`src/rtl/gen3_rx_block_aligner_if.sv`:
```
// Lane-side bundle for the Gen3 128b/130b block aligner: PIPE receive byte
// stream and LTSSM control in, aligned block stream and status out.
interface gen3_rx_block_aligner_if #(
  parameter int ERR_CNT_WIDTH = 8
);
  logic [7:0]               RxData;
  logic                     RxDataValid;
  logic                     RxStartBlock;
  logic [1:0]               RxSyncHeader;
  logic                     realign;

  logic [7:0]               blk_data;
  logic                     blk_valid;
  logic                     blk_start;
  logic                     blk_os;
  logic [1:0]               blk_sh;
  logic                     aligned;
  logic                     locked;
  logic                     sh_error;
  logic [ERR_CNT_WIDTH-1:0] err_cnt;

  // PHY/LTSSM side: drives the receive stream, consumes aligned blocks.
  modport master (
    output RxData, RxDataValid, RxStartBlock, RxSyncHeader, realign,
    input  blk_data, blk_valid, blk_start, blk_os, blk_sh,
           aligned, locked, sh_error, err_cnt
  );

  // Aligner side.
  modport slave (
    input  RxData, RxDataValid, RxStartBlock, RxSyncHeader, realign,
    output blk_data, blk_valid, blk_start, blk_os, blk_sh,
           aligned, locked, sh_error, err_cnt
  );
endinterface

```
`src/rtl/gen3_rx_block_aligner.sv`:
```
// Per-lane Gen3 receive block aligner: acquires alignment on EIEOS, tracks
// 16-byte block boundaries, validates sync headers and forwards tagged bytes.
module gen3_rx_block_aligner #(
  parameter int ERR_LIMIT     = 4,
  parameter int ERR_CNT_WIDTH = 8
) (
  input  logic                   pclk,
  input  logic                   reset_n,
  gen3_rx_block_aligner_if.slave bus
);

  typedef enum logic [1:0] {
    ST_UNALIGNED = 2'd0,
    ST_ALIGNED   = 2'd1,
    ST_LOCKED    = 2'd2
  } state_e;

  localparam logic [1:0]               SH_OS      = 2'b01;
  localparam logic [1:0]               SH_DATA    = 2'b10;
  localparam logic [7:0]               SDS_BYTE0  = 8'hE1;
  localparam logic [3:0]               LAST_BYTE  = 4'd15;
  localparam logic [3:0]               ERR_LIM_C  = 4'(ERR_LIMIT);
  localparam logic [ERR_CNT_WIDTH-1:0] ERR_CNT_MAX = '1;

  state_e                   state_q, state_d;
  logic [3:0]               byte_cnt_q, byte_cnt_d;
  logic [3:0]               bad_run_q, bad_run_d;
  logic                     chk_active_q, chk_active_d;

  logic [7:0]               blk_data_q, blk_data_d;
  logic                     blk_valid_q, blk_valid_d;
  logic                     blk_start_q, blk_start_d;
  logic                     blk_os_q, blk_os_d;
  logic [1:0]               blk_sh_q, blk_sh_d;
  logic                     aligned_q, aligned_d;
  logic                     locked_q, locked_d;
  logic                     sh_error_q, sh_error_d;
  logic [ERR_CNT_WIDTH-1:0] err_cnt_q, err_cnt_d;

  logic                     eieos_start;
  logic                     eieos_byte_ok;
  logic                     sh_good;
  logic [3:0]               bad_run_inc;
  logic [ERR_CNT_WIDTH-1:0] err_cnt_inc;

  assign eieos_start   = bus.RxStartBlock && (bus.RxSyncHeader == SH_OS) &&
                         (bus.RxData == 8'h00);
  assign eieos_byte_ok = (bus.RxData == (byte_cnt_q[0] ? 8'hFF : 8'h00));
  assign sh_good       = bus.RxStartBlock &&
                         ((bus.RxSyncHeader == SH_OS) || (bus.RxSyncHeader == SH_DATA));
  assign bad_run_inc   = bad_run_q + 4'd1;
  assign err_cnt_inc   = (err_cnt_q == ERR_CNT_MAX) ? err_cnt_q : err_cnt_q + 1'b1;

  // NOTE: every _d gets a default before any branch, so no path can leave a
  // variable unassigned and infer a latch.
  always_comb begin
    state_d      = state_q;
    byte_cnt_d   = byte_cnt_q;
    bad_run_d    = bad_run_q;
    chk_active_d = chk_active_q;
    blk_data_d   = blk_data_q;
    blk_valid_d  = 1'b0;
    blk_start_d  = 1'b0;
    blk_os_d     = blk_os_q;
    blk_sh_d     = blk_sh_q;
    sh_error_d   = 1'b0;
    err_cnt_d    = err_cnt_q;

    if (bus.realign) begin
      state_d      = ST_UNALIGNED;
      byte_cnt_d   = '0;
      bad_run_d    = '0;
      chk_active_d = 1'b0;
      err_cnt_d    = '0;
    end else if (bus.RxDataValid) begin
      unique case (state_q)
        ST_UNALIGNED: begin
          // Any start marker (re)starts the EIEOS check, or aborts it if the
          // marked byte cannot be an EIEOS first byte.
          if (bus.RxStartBlock) begin
            chk_active_d = eieos_start;
            byte_cnt_d   = eieos_start ? 4'd1 : 4'd0;
          end else if (chk_active_q) begin
            if (!eieos_byte_ok) begin
              chk_active_d = 1'b0;
              byte_cnt_d   = '0;
            end else if (byte_cnt_q == LAST_BYTE) begin
              state_d      = ST_ALIGNED;
              chk_active_d = 1'b0;
              byte_cnt_d   = '0;
              bad_run_d    = '0;
            end else begin
              byte_cnt_d   = byte_cnt_q + 4'd1;
            end
          end
        end

        ST_ALIGNED, ST_LOCKED: begin
          if (bus.RxStartBlock && (byte_cnt_q != '0)) begin
            // Misplaced start: drop alignment and treat the byte as a
            // candidate EIEOS first byte.
            sh_error_d   = 1'b1;
            err_cnt_d    = err_cnt_inc;
            state_d      = ST_UNALIGNED;
            bad_run_d    = '0;
            chk_active_d = eieos_start;
            byte_cnt_d   = eieos_start ? 4'd1 : 4'd0;
          end else begin
            blk_valid_d = 1'b1;
            blk_data_d  = bus.RxData;
            blk_start_d = (byte_cnt_q == '0);
            byte_cnt_d  = byte_cnt_q + 4'd1;

            if (byte_cnt_q == '0) begin
              blk_sh_d = bus.RxSyncHeader;
              if (sh_good) begin
                blk_os_d  = (bus.RxSyncHeader == SH_OS);
                bad_run_d = '0;
                if ((state_q == ST_ALIGNED) && (bus.RxSyncHeader == SH_OS) &&
                    (bus.RxData == SDS_BYTE0)) begin
                  state_d = ST_LOCKED;
                end
              end else begin
                blk_os_d   = 1'b0;
                sh_error_d = 1'b1;
                err_cnt_d  = err_cnt_inc;
                if (bad_run_inc == ERR_LIM_C) begin
                  state_d    = ST_UNALIGNED;
                  byte_cnt_d = '0;
                  bad_run_d  = '0;
                end else begin
                  bad_run_d  = bad_run_inc;
                end
              end
            end
          end
        end

        default: begin
          state_d      = ST_UNALIGNED;
          byte_cnt_d   = '0;
          bad_run_d    = '0;
          chk_active_d = 1'b0;
        end
      endcase
    end

    aligned_d = (state_d != ST_UNALIGNED);
    locked_d  = (state_d == ST_LOCKED);
  end

  // NOTE: sequential state uses non-blocking assignments only, so every flop
  // samples the pre-edge value of every other flop.
  always_ff @(posedge pclk or negedge reset_n) begin
    if (!reset_n) begin
      state_q      <= ST_UNALIGNED;
      byte_cnt_q   <= '0;
      bad_run_q    <= '0;
      chk_active_q <= 1'b0;
      blk_data_q   <= '0;
      blk_valid_q  <= 1'b0;
      blk_start_q  <= 1'b0;
      blk_os_q     <= 1'b0;
      blk_sh_q     <= '0;
      aligned_q    <= 1'b0;
      locked_q     <= 1'b0;
      sh_error_q   <= 1'b0;
      err_cnt_q    <= '0;
    end else begin
      state_q      <= state_d;
      byte_cnt_q   <= byte_cnt_d;
      bad_run_q    <= bad_run_d;
      chk_active_q <= chk_active_d;
      blk_data_q   <= blk_data_d;
      blk_valid_q  <= blk_valid_d;
      blk_start_q  <= blk_start_d;
      blk_os_q     <= blk_os_d;
      blk_sh_q     <= blk_sh_d;
      aligned_q    <= aligned_d;
      locked_q     <= locked_d;
      sh_error_q   <= sh_error_d;
      err_cnt_q    <= err_cnt_d;
    end
  end

  assign bus.blk_data  = blk_data_q;
  assign bus.blk_valid = blk_valid_q;
  assign bus.blk_start = blk_start_q;
  assign bus.blk_os    = blk_os_q;
  assign bus.blk_sh    = blk_sh_q;
  assign bus.aligned   = aligned_q;
  assign bus.locked    = locked_q;
  assign bus.sh_error  = sh_error_q;
  assign bus.err_cnt   = err_cnt_q;

endmodule
```
`src/flat_wrapper.sv`:
```
// flat-port wrapper written by rule: the top's interface ports become plain ports
module gen3_rx_block_aligner_flat 
#(
  parameter int ERR_LIMIT     = 4,
  parameter int ERR_CNT_WIDTH = 8
)
  (pclk, reset_n, bus_RxData, bus_RxDataValid, bus_RxStartBlock, bus_RxSyncHeader, bus_realign, bus_blk_data, bus_blk_valid, bus_blk_start, bus_blk_os, bus_blk_sh, bus_aligned, bus_locked, bus_sh_error, bus_err_cnt);
  gen3_rx_block_aligner_if #(.ERR_CNT_WIDTH(ERR_CNT_WIDTH)) bus_i ();
  input  logic pclk;
  input  logic reset_n;
  input wire logic [$bits(bus_i.RxData)-1:0] bus_RxData;
  input wire logic [$bits(bus_i.RxDataValid)-1:0] bus_RxDataValid;
  input wire logic [$bits(bus_i.RxStartBlock)-1:0] bus_RxStartBlock;
  input wire logic [$bits(bus_i.RxSyncHeader)-1:0] bus_RxSyncHeader;
  input wire logic [$bits(bus_i.realign)-1:0] bus_realign;
  output wire logic [$bits(bus_i.blk_data)-1:0] bus_blk_data;
  output wire logic [$bits(bus_i.blk_valid)-1:0] bus_blk_valid;
  output wire logic [$bits(bus_i.blk_start)-1:0] bus_blk_start;
  output wire logic [$bits(bus_i.blk_os)-1:0] bus_blk_os;
  output wire logic [$bits(bus_i.blk_sh)-1:0] bus_blk_sh;
  output wire logic [$bits(bus_i.aligned)-1:0] bus_aligned;
  output wire logic [$bits(bus_i.locked)-1:0] bus_locked;
  output wire logic [$bits(bus_i.sh_error)-1:0] bus_sh_error;
  output wire logic [$bits(bus_i.err_cnt)-1:0] bus_err_cnt;
  assign bus_i.RxData = bus_RxData;
  assign bus_i.RxDataValid = bus_RxDataValid;
  assign bus_i.RxStartBlock = bus_RxStartBlock;
  assign bus_i.RxSyncHeader = bus_RxSyncHeader;
  assign bus_i.realign = bus_realign;
  assign bus_blk_data = bus_i.blk_data;
  assign bus_blk_valid = bus_i.blk_valid;
  assign bus_blk_start = bus_i.blk_start;
  assign bus_blk_os = bus_i.blk_os;
  assign bus_blk_sh = bus_i.blk_sh;
  assign bus_aligned = bus_i.aligned;
  assign bus_locked = bus_i.locked;
  assign bus_sh_error = bus_i.sh_error;
  assign bus_err_cnt = bus_i.err_cnt;
  gen3_rx_block_aligner #(.ERR_LIMIT(ERR_LIMIT), .ERR_CNT_WIDTH(ERR_CNT_WIDTH)) u_core (.pclk(pclk), .reset_n(reset_n), .bus(bus_i));
endmodule
```
`config.mk`:
```
export PLATFORM = sky130hd
export DESIGN_NAME = gen3_rx_block_aligner_flat
export DESIGN_NICKNAME = d
export VERILOG_FILES = /design/src/rtl/gen3_rx_block_aligner_if.sv /design/src/rtl/gen3_rx_block_aligner.sv /design/src/flat_wrapper.sv
export SDC_FILE = /design/constraint.sdc
export NUM_CORES = 1
export LEC_CHECK = 0
export CORE_UTILIZATION = 35
export CTS_CLUSTER_SIZE = 8
export DETAILED_ROUTE_END_ITERATION = 8
export SLEW_MARGIN = 20
export SYNTH_ARGS = -nofsm -noshare
export SYNTH_HDL_FRONTEND = slang
export SYNTH_SLANG_ARGS = --single-unit
```
`constraint.sdc`:
```
create_clock -name pclk -period 3.9 [get_ports pclk]
set_input_delay 0.585 -clock pclk [delete_from_list [all_inputs] [get_ports pclk]]
set_output_delay 0.585 -clock pclk [all_outputs]
set_load 0.1 [all_outputs]
```
After elaboration in Yosys (flattened, before gate mapping)
Cells that the tools add are included.
Storage, ports and cells
  bits in registers: 35
  bits of input ports: 15
  output and inout port bits: 24
  logic and storage cells: 124
Operators by class
  add/subtract/negate cells: 3
  equal/unequal tests: 18
  mux-type cells: 66
  bitwise operators: 2
  reduce and logical (&&, ||, !) cells: 22
Operators by type and width (count)
  two-way mux 4 bit: 20
  two-way mux 8 bit: 8
  two-way mux 1 bit: 23
  two-way mux 2 bit: 11
  == test 8 bit (second input constant): 2
  one-hot mux 4 bit (2 select lines): 2
  inequality test 3 x 2 -> 1 bit (second input constant): 4
  adder 4 x 1 -> 4 bit (second input constant): 2
  adder 8 x 1 -> 8 bit (second input constant): 1
  == test 8 bit: 1
  zero test 8 bit: 1
  AND reduction 4 bit: 2
  == test 2 bit (second input constant): 3
  logical AND 1 bit: 6
  inequality test 3 bit (second input constant): 2
  AND reduction 6 bit: 1
  nonzero test 2 bit: 3
  AND reduction 5 bit: 1
  == test 2 x 1 -> 1 bit (second input constant): 2
  == test 4 x 3 -> 1 bit (second input constant): 1
  == test 4 bit (second input constant): 1
  zero test 4 bit: 1
  inequality test 4 x 2 -> 1 bit (second input constant): 1
  inequality test 4 x 3 -> 1 bit (second input constant): 1
  other kinds (9): 11

Longest topological paths before layout
  word-level depth: 11
  depth in mapped cells: 8
  depth with buffers taken out: 7

Least setup slack after synthesis
Ideal clock, no wire load.
  path kind: register -> register
  from: register u_core.err_cnt_q[0], in the netlist u_core.bus.err_cnt[0]
  to: register u_core.err_cnt_q[7], in the netlist u_core.bus.err_cnt[7]
  setup time: 0.121 ns
  arrival time: 2.380 ns
  data required time: 3.779 ns
  slack: 1.399 ns
  cell stages (with the launch flop): 7
  path buffers: 0
  clock period less this slack: 2.501 ns
  path through: dfrtp_1 > ha_1 > nand3_1 > o311ai_1 > nor4_1 > xnor2_1 > nor2_1
On the way
  cells in the longest elaborated chain, start to end: 8
  elaborated cells on any way between the ends: 9
  classes of those cells: add/sub: 1; eq/ne: 1; mux: 7
RTL lines
  from (decl): RTL line gen3_rx_block_aligner.sv:38  | logic [ERR_CNT_WIDTH-1:0] err_cnt_q, err_cnt_d;
  from (signal assigned): RTL line gen3_rx_block_aligner.sv:182  | err_cnt_q <= err_cnt_d;
  adder 8 x 1 -> 8 bit / == test 8 bit (equally long branches): RTL line gen3_rx_block_aligner.sv:52  | assign err_cnt_inc = (err_cnt_q == ERR_CNT_MAX) ? err_cnt_q : err_cnt_q + 1'b1;
  two-way mux 8 bit (*): RTL line gen3_rx_block_aligner.sv:52
  two-way mux 8 bit: RTL line gen3_rx_block_aligner.sv:116  | if (sh_good) begin
  two-way mux 8 bit: RTL line gen3_rx_block_aligner.sv:114  | if (byte_cnt_q == '0) begin
  two-way mux 8 bit (*): RTL line gen3_rx_block_aligner.sv:99  | if (bus.RxStartBlock && (byte_cnt_q != '0)) begin
  two-way mux 8 bit (*): RTL line gen3_rx_block_aligner.sv:76  | unique case (state_q)
  two-way mux 8 bit (*): RTL line gen3_rx_block_aligner.sv:75  | end else if (bus.RxDataValid) begin
  two-way mux 8 bit (*): RTL line gen3_rx_block_aligner.sv:69  | if (bus.realign) begin
Every way passes the cells marked *; elsewhere a longest branch is shown, timed or not. The select of a mux whose other input is x is not followed.
A chain may end at the register's enable or synchronous reset.

Final worst setup path
  from: input port bus_realign
  to: register u_core.locked_q, in the netlist u_core.bus.locked
On the way
  cells in the longest elaborated chain, start to end: 2
RTL lines
  from (decl): RTL line flat_wrapper.sv:15  | input wire logic [$bits(bus_i.realign)-1:0] bus_realign;
  two-way mux 2 bit: RTL line gen3_rx_block_aligner.sv:69
  == test 2 bit: RTL line gen3_rx_block_aligner.sv:149  | locked_d = (state_d == ST_LOCKED);
  net u_core.locked_d: RTL line gen3_rx_block_aligner.sv:36  | logic locked_q, locked_d;
  to (signal assigned): RTL line gen3_rx_block_aligner.sv:180  | locked_q <= locked_d;
  to (decl): RTL line gen3_rx_block_aligner.sv:36
The timed path passes the listed nets, and every way through them passes these cells.

==> results.json <==
{
  "die_h_um": 79.8,
  "grtUsageTotal_pct": 16.7,
  "post-place-cells": 317,
  "die_area_um2": 6360,
  "nets": 276,
  "drtIter0Drc": 66,
  "cellLeakagePower_uw": 0.00110,
  "cts_sinks": 35,
  "setup-violations-final": 0,
  "worstPathRequired_ns": 4.06,
  "clockPowerShare_pct": 37.5,
  "diodes": 0,
  "overflow": 0,
  "drv_cap": 0,
  "finClkSkew_ns": 0.00473,
  "grt_max_degree": 36,
  "antenna_found_initial": 0,
  "crit_slowest_cell": "clkdlybuf4s50_1",
  "grt-busiest-layer": "met2",
  "num_vias": 1713,
  "crit_path_start_kind": "input pin",
  "switchingPower_uw": 152,
  "syn_to_final_growth_pct": 24.1,
  "slowest_delay_ns": 0.70,
  "ys_types": 57,
  "insertion_delay_ns": 0.28,
  "max_freq_mhz": 409,
  "worst-path-max-fanout": 16,
  "synth_flop_cell": "dfrtp_1",
  "cp_cell_sequence": "clkdlybuf4s50_1 > nand3b_1 > or2_2 > o41ai_1 > nor3_2",
  "io-pin-count": 39,
  "crit_family": "simple AND/OR/NAND/NOR gates",
  "final_cell_mix": "clkdlybuf4s50_1, dfrtp_1, nand2_1",
  "period_share_pct": 62.7,
  "combinationalPowerShare_pct": 7.6,
  "die_w_um": 79.8,
  "netSwitchingFraction_pct": 23.0,
  "ctsHoldBuffers": 0,
  "slew_violations": 0,
  "r2r_setup_slack_ns": 1.66,
  "yosysWarnings": 0,
  "initial_core_util_pct": 37.3,
  "seqCellArea_um2": 876,
  "grt_pass1_wl_um": 8110,
  "netlist_area_um2": 2120,
  "core_area_um2": 5680,
  "port_buffers": 38,
  "crit_buf_inv": 1,
  "h-tree-depth": 2,
  "hold_depth": 2,
  "arrival_ns": 2.60,
  "timing.setup.tns_ns": 0,
  "first_pass_iters": 4,
  "met3_usage_pct": 3.54,
  "seqPwrFrac_pct": 54.9,
  "syn_inst": 212,
  "rsz0062_at_grt": "no",
  "async_reset_ff_share_pct": 100,
  "timing.rr.end": "u_core.bus.locked$_DFF_PN0_",
  "first_global_vias": 1665,
  "postSynthAreaPerCell_um2": 9.99,
  "wl_per_cell_um": 14.1,
  "tightestPinTransition_ns": 0.970,
  "grt_util_met1_pct": 22.8,
  "synth-seq-cells": 35,
  "clk_pin_slew_ns": 0.07,
  "intPower_uw": 509,
  "cts_resized": 0,
  "worstSetupPathType": "in2reg",
  "outcome": "completed",
  "ys_seq_area_share_pct": 41.4,
  "cts_tree": "done",
  "cts_buffers": 5,
  "pwr_density_cell_nw_per_um2": 251,
  "slew_headroom_pct": 35.2,
  "drc": 0,
  "multi_input_area_um2": 1140,
  "min_path_type": "reg2reg",
  "syn-num-nets": 236,
  "post-place-ws_ns": 1.16,
  "peakVddDrop_mv": 0.132,
  "dp_hpwl_um": 3410,
  "gp_congestion": 0.817,
  "rr_startpoint": "u_core.byte_cnt_q[0]$_DFFE_PN0P_",
  "cts_root_buf": "clkbuf_8",
  "layout.cells.most_common": "clkdlybuf4s50_1",
  "final_cells": 325,
  "hold_viol": 0,
  "period_minus_slack_ns": 2.44,
  "hold_ws_ns": 0.476,
  "use_met2_pct": 25.0,
  "fill_cells": 554,
  "final_layout_size_suffix_gt1_share_pct": 12.6,
  "num_rows": 27,
  "endpoint_kind": "flip-flop",
  "postRouteAntennaNets": 0,
  "setup_ws_ns": 1.46,
  "hold_start": "u_core.bus.blk_os$_DFFE_PN0P_",
  "reg2reg_depth": 7,
  "cts.path.max_buffers": 2,
  "synth_edf_count": 0,
  "hold_end": "u_core.bus.blk_os$_DFFE_PN0P_",
  "post-cts-setup-buffers": 0,
  "wl_um": 4570,
  "vias_per_cell": 5.27
}
-- sequential cells by signal, summed over array words and instances (netlist names), 2 cells and up --
name and flops:
u_core.state_q 2, u_core.bus.blk_sh 2, u_core.bus.err_cnt 8, u_core.bad_run_q 4, u_core.bus.blk_data 8, u_core.byte_cnt_q 4
-- final cells by class --
| class | instances | share of cell area [%] |
|---|---|---|
| clock buffer | 7 | 2.90 |
| clock inverter | 1 | 0.190 |
| inverter | 13 | 1.86 |
| multi-input combinational | 158 | 43.5 |
| sequential | 35 | 33.3 |
| tap | 72 | 3.43 |
| timing repair buffer | 39 | 14.8 |
-- worst max path at each step --
stage                                            startpoint                                 to  cells past startpoint
after detailed placement                        bus_realign        u_core.bus.locked$_DFF_PN0_                      5
after global routing                       bus_RxStartBlock       u_core.bus.aligned$_DFF_PN0_                      6
after CTS                                       bus_realign        u_core.bus.locked$_DFF_PN0_                      5
after floorplan           u_core.bus.err_cnt[0]$_DFFE_PN0P_  u_core.bus.err_cnt[7]$_DFFE_PN0P_                      6
final                                           bus_realign        u_core.bus.locked$_DFF_PN0_                      5
after global placement                          bus_realign        u_core.bus.locked$_DFF_PN0_                      5
-- stage by stage --
stage | utilization [%] | instance area (µm²) | power (µW)
finish | 46.3 | 2630 | 661
global route | 46.3 | 2630 | 698
CTS | 46.3 | 2630 | 673
detailed placement | 44.9 | 2550 | 420
global placement | 44.9 | 2550 | 421
floorplan | - | 2120 | 391
-- power by group through the flow --
stage | logic [µW] | clock network (µW) | registers (µW)
CTS | 50.8 | 259 | 363
detailed placement | 50.6 | 0 | 370
global placement | 51.1 | 0 | 370
global route | 55.8 | 279 | 363
finish | 50.1 | 247 | 363
floorplan | 20.9 | 0 | 370
-- cells in the mapped netlist (2+ instances only) --
library cell	instances	area, µm²
a41o_1	2	20.0
o32a_1	2	20.0
nor2_1	16	60.1
a21o_1	2	15.0
xnor2_1	8	70.1
nand4_1	3	18.8
nand2_1	18	67.6
ha_1	9	113
a21oi_1	6	30.0
or2_2	3	18.8
inv_1	13	48.8
dfrtp_1	35	876
nor4_1	5	31.3
a32o_1	2	20.0
nor3_1	6	30.0
buf_6	3	33.8
nor3_2	2	20.0
mux2_2	8	90.1
nand2b_1	11	68.8
o21ai_0	11	55.1
clkbuf_1	2	7.51
nor3b_1	2	15.0
nand3_1	8	40.0
a211o_1	2	17.5
-- worst register-to-register path: stages, from the launching register on --
cell and delay (ns):
dfrtp_1 0.49, inv_1 0.10, ha_1 0.20, nor3b_4 0.36
o21ai_0 0.22, o21bai_1 0.27, o32a_1 0.41, nor3_2 0.12
-- layer usage --
layer | up-vias | routed length [µm]
met3 | 9 | 155
met1 | 813 | 2230
met5 | - | 0
li1 | 858 | -
met4 | 0 | 104
met2 | 33 | 2080
-- kinds of logic after synthesis --
kind of cell | count (synthesis) | synth area share [%]
XOR/XNOR | 8 | 3.31
flip-flops | 35 | 41.4
multiplexers | 9 | 4.91
AO/OA/AOI/OAI | 45 | 16.4
AND/OR/NAND/NOR | 87 | 24.1
buffers and inverters | 19 | 4.61
adder cells (fa/ha/maj) | 9 | 5.32
Power figures use the tool's default switching activity.
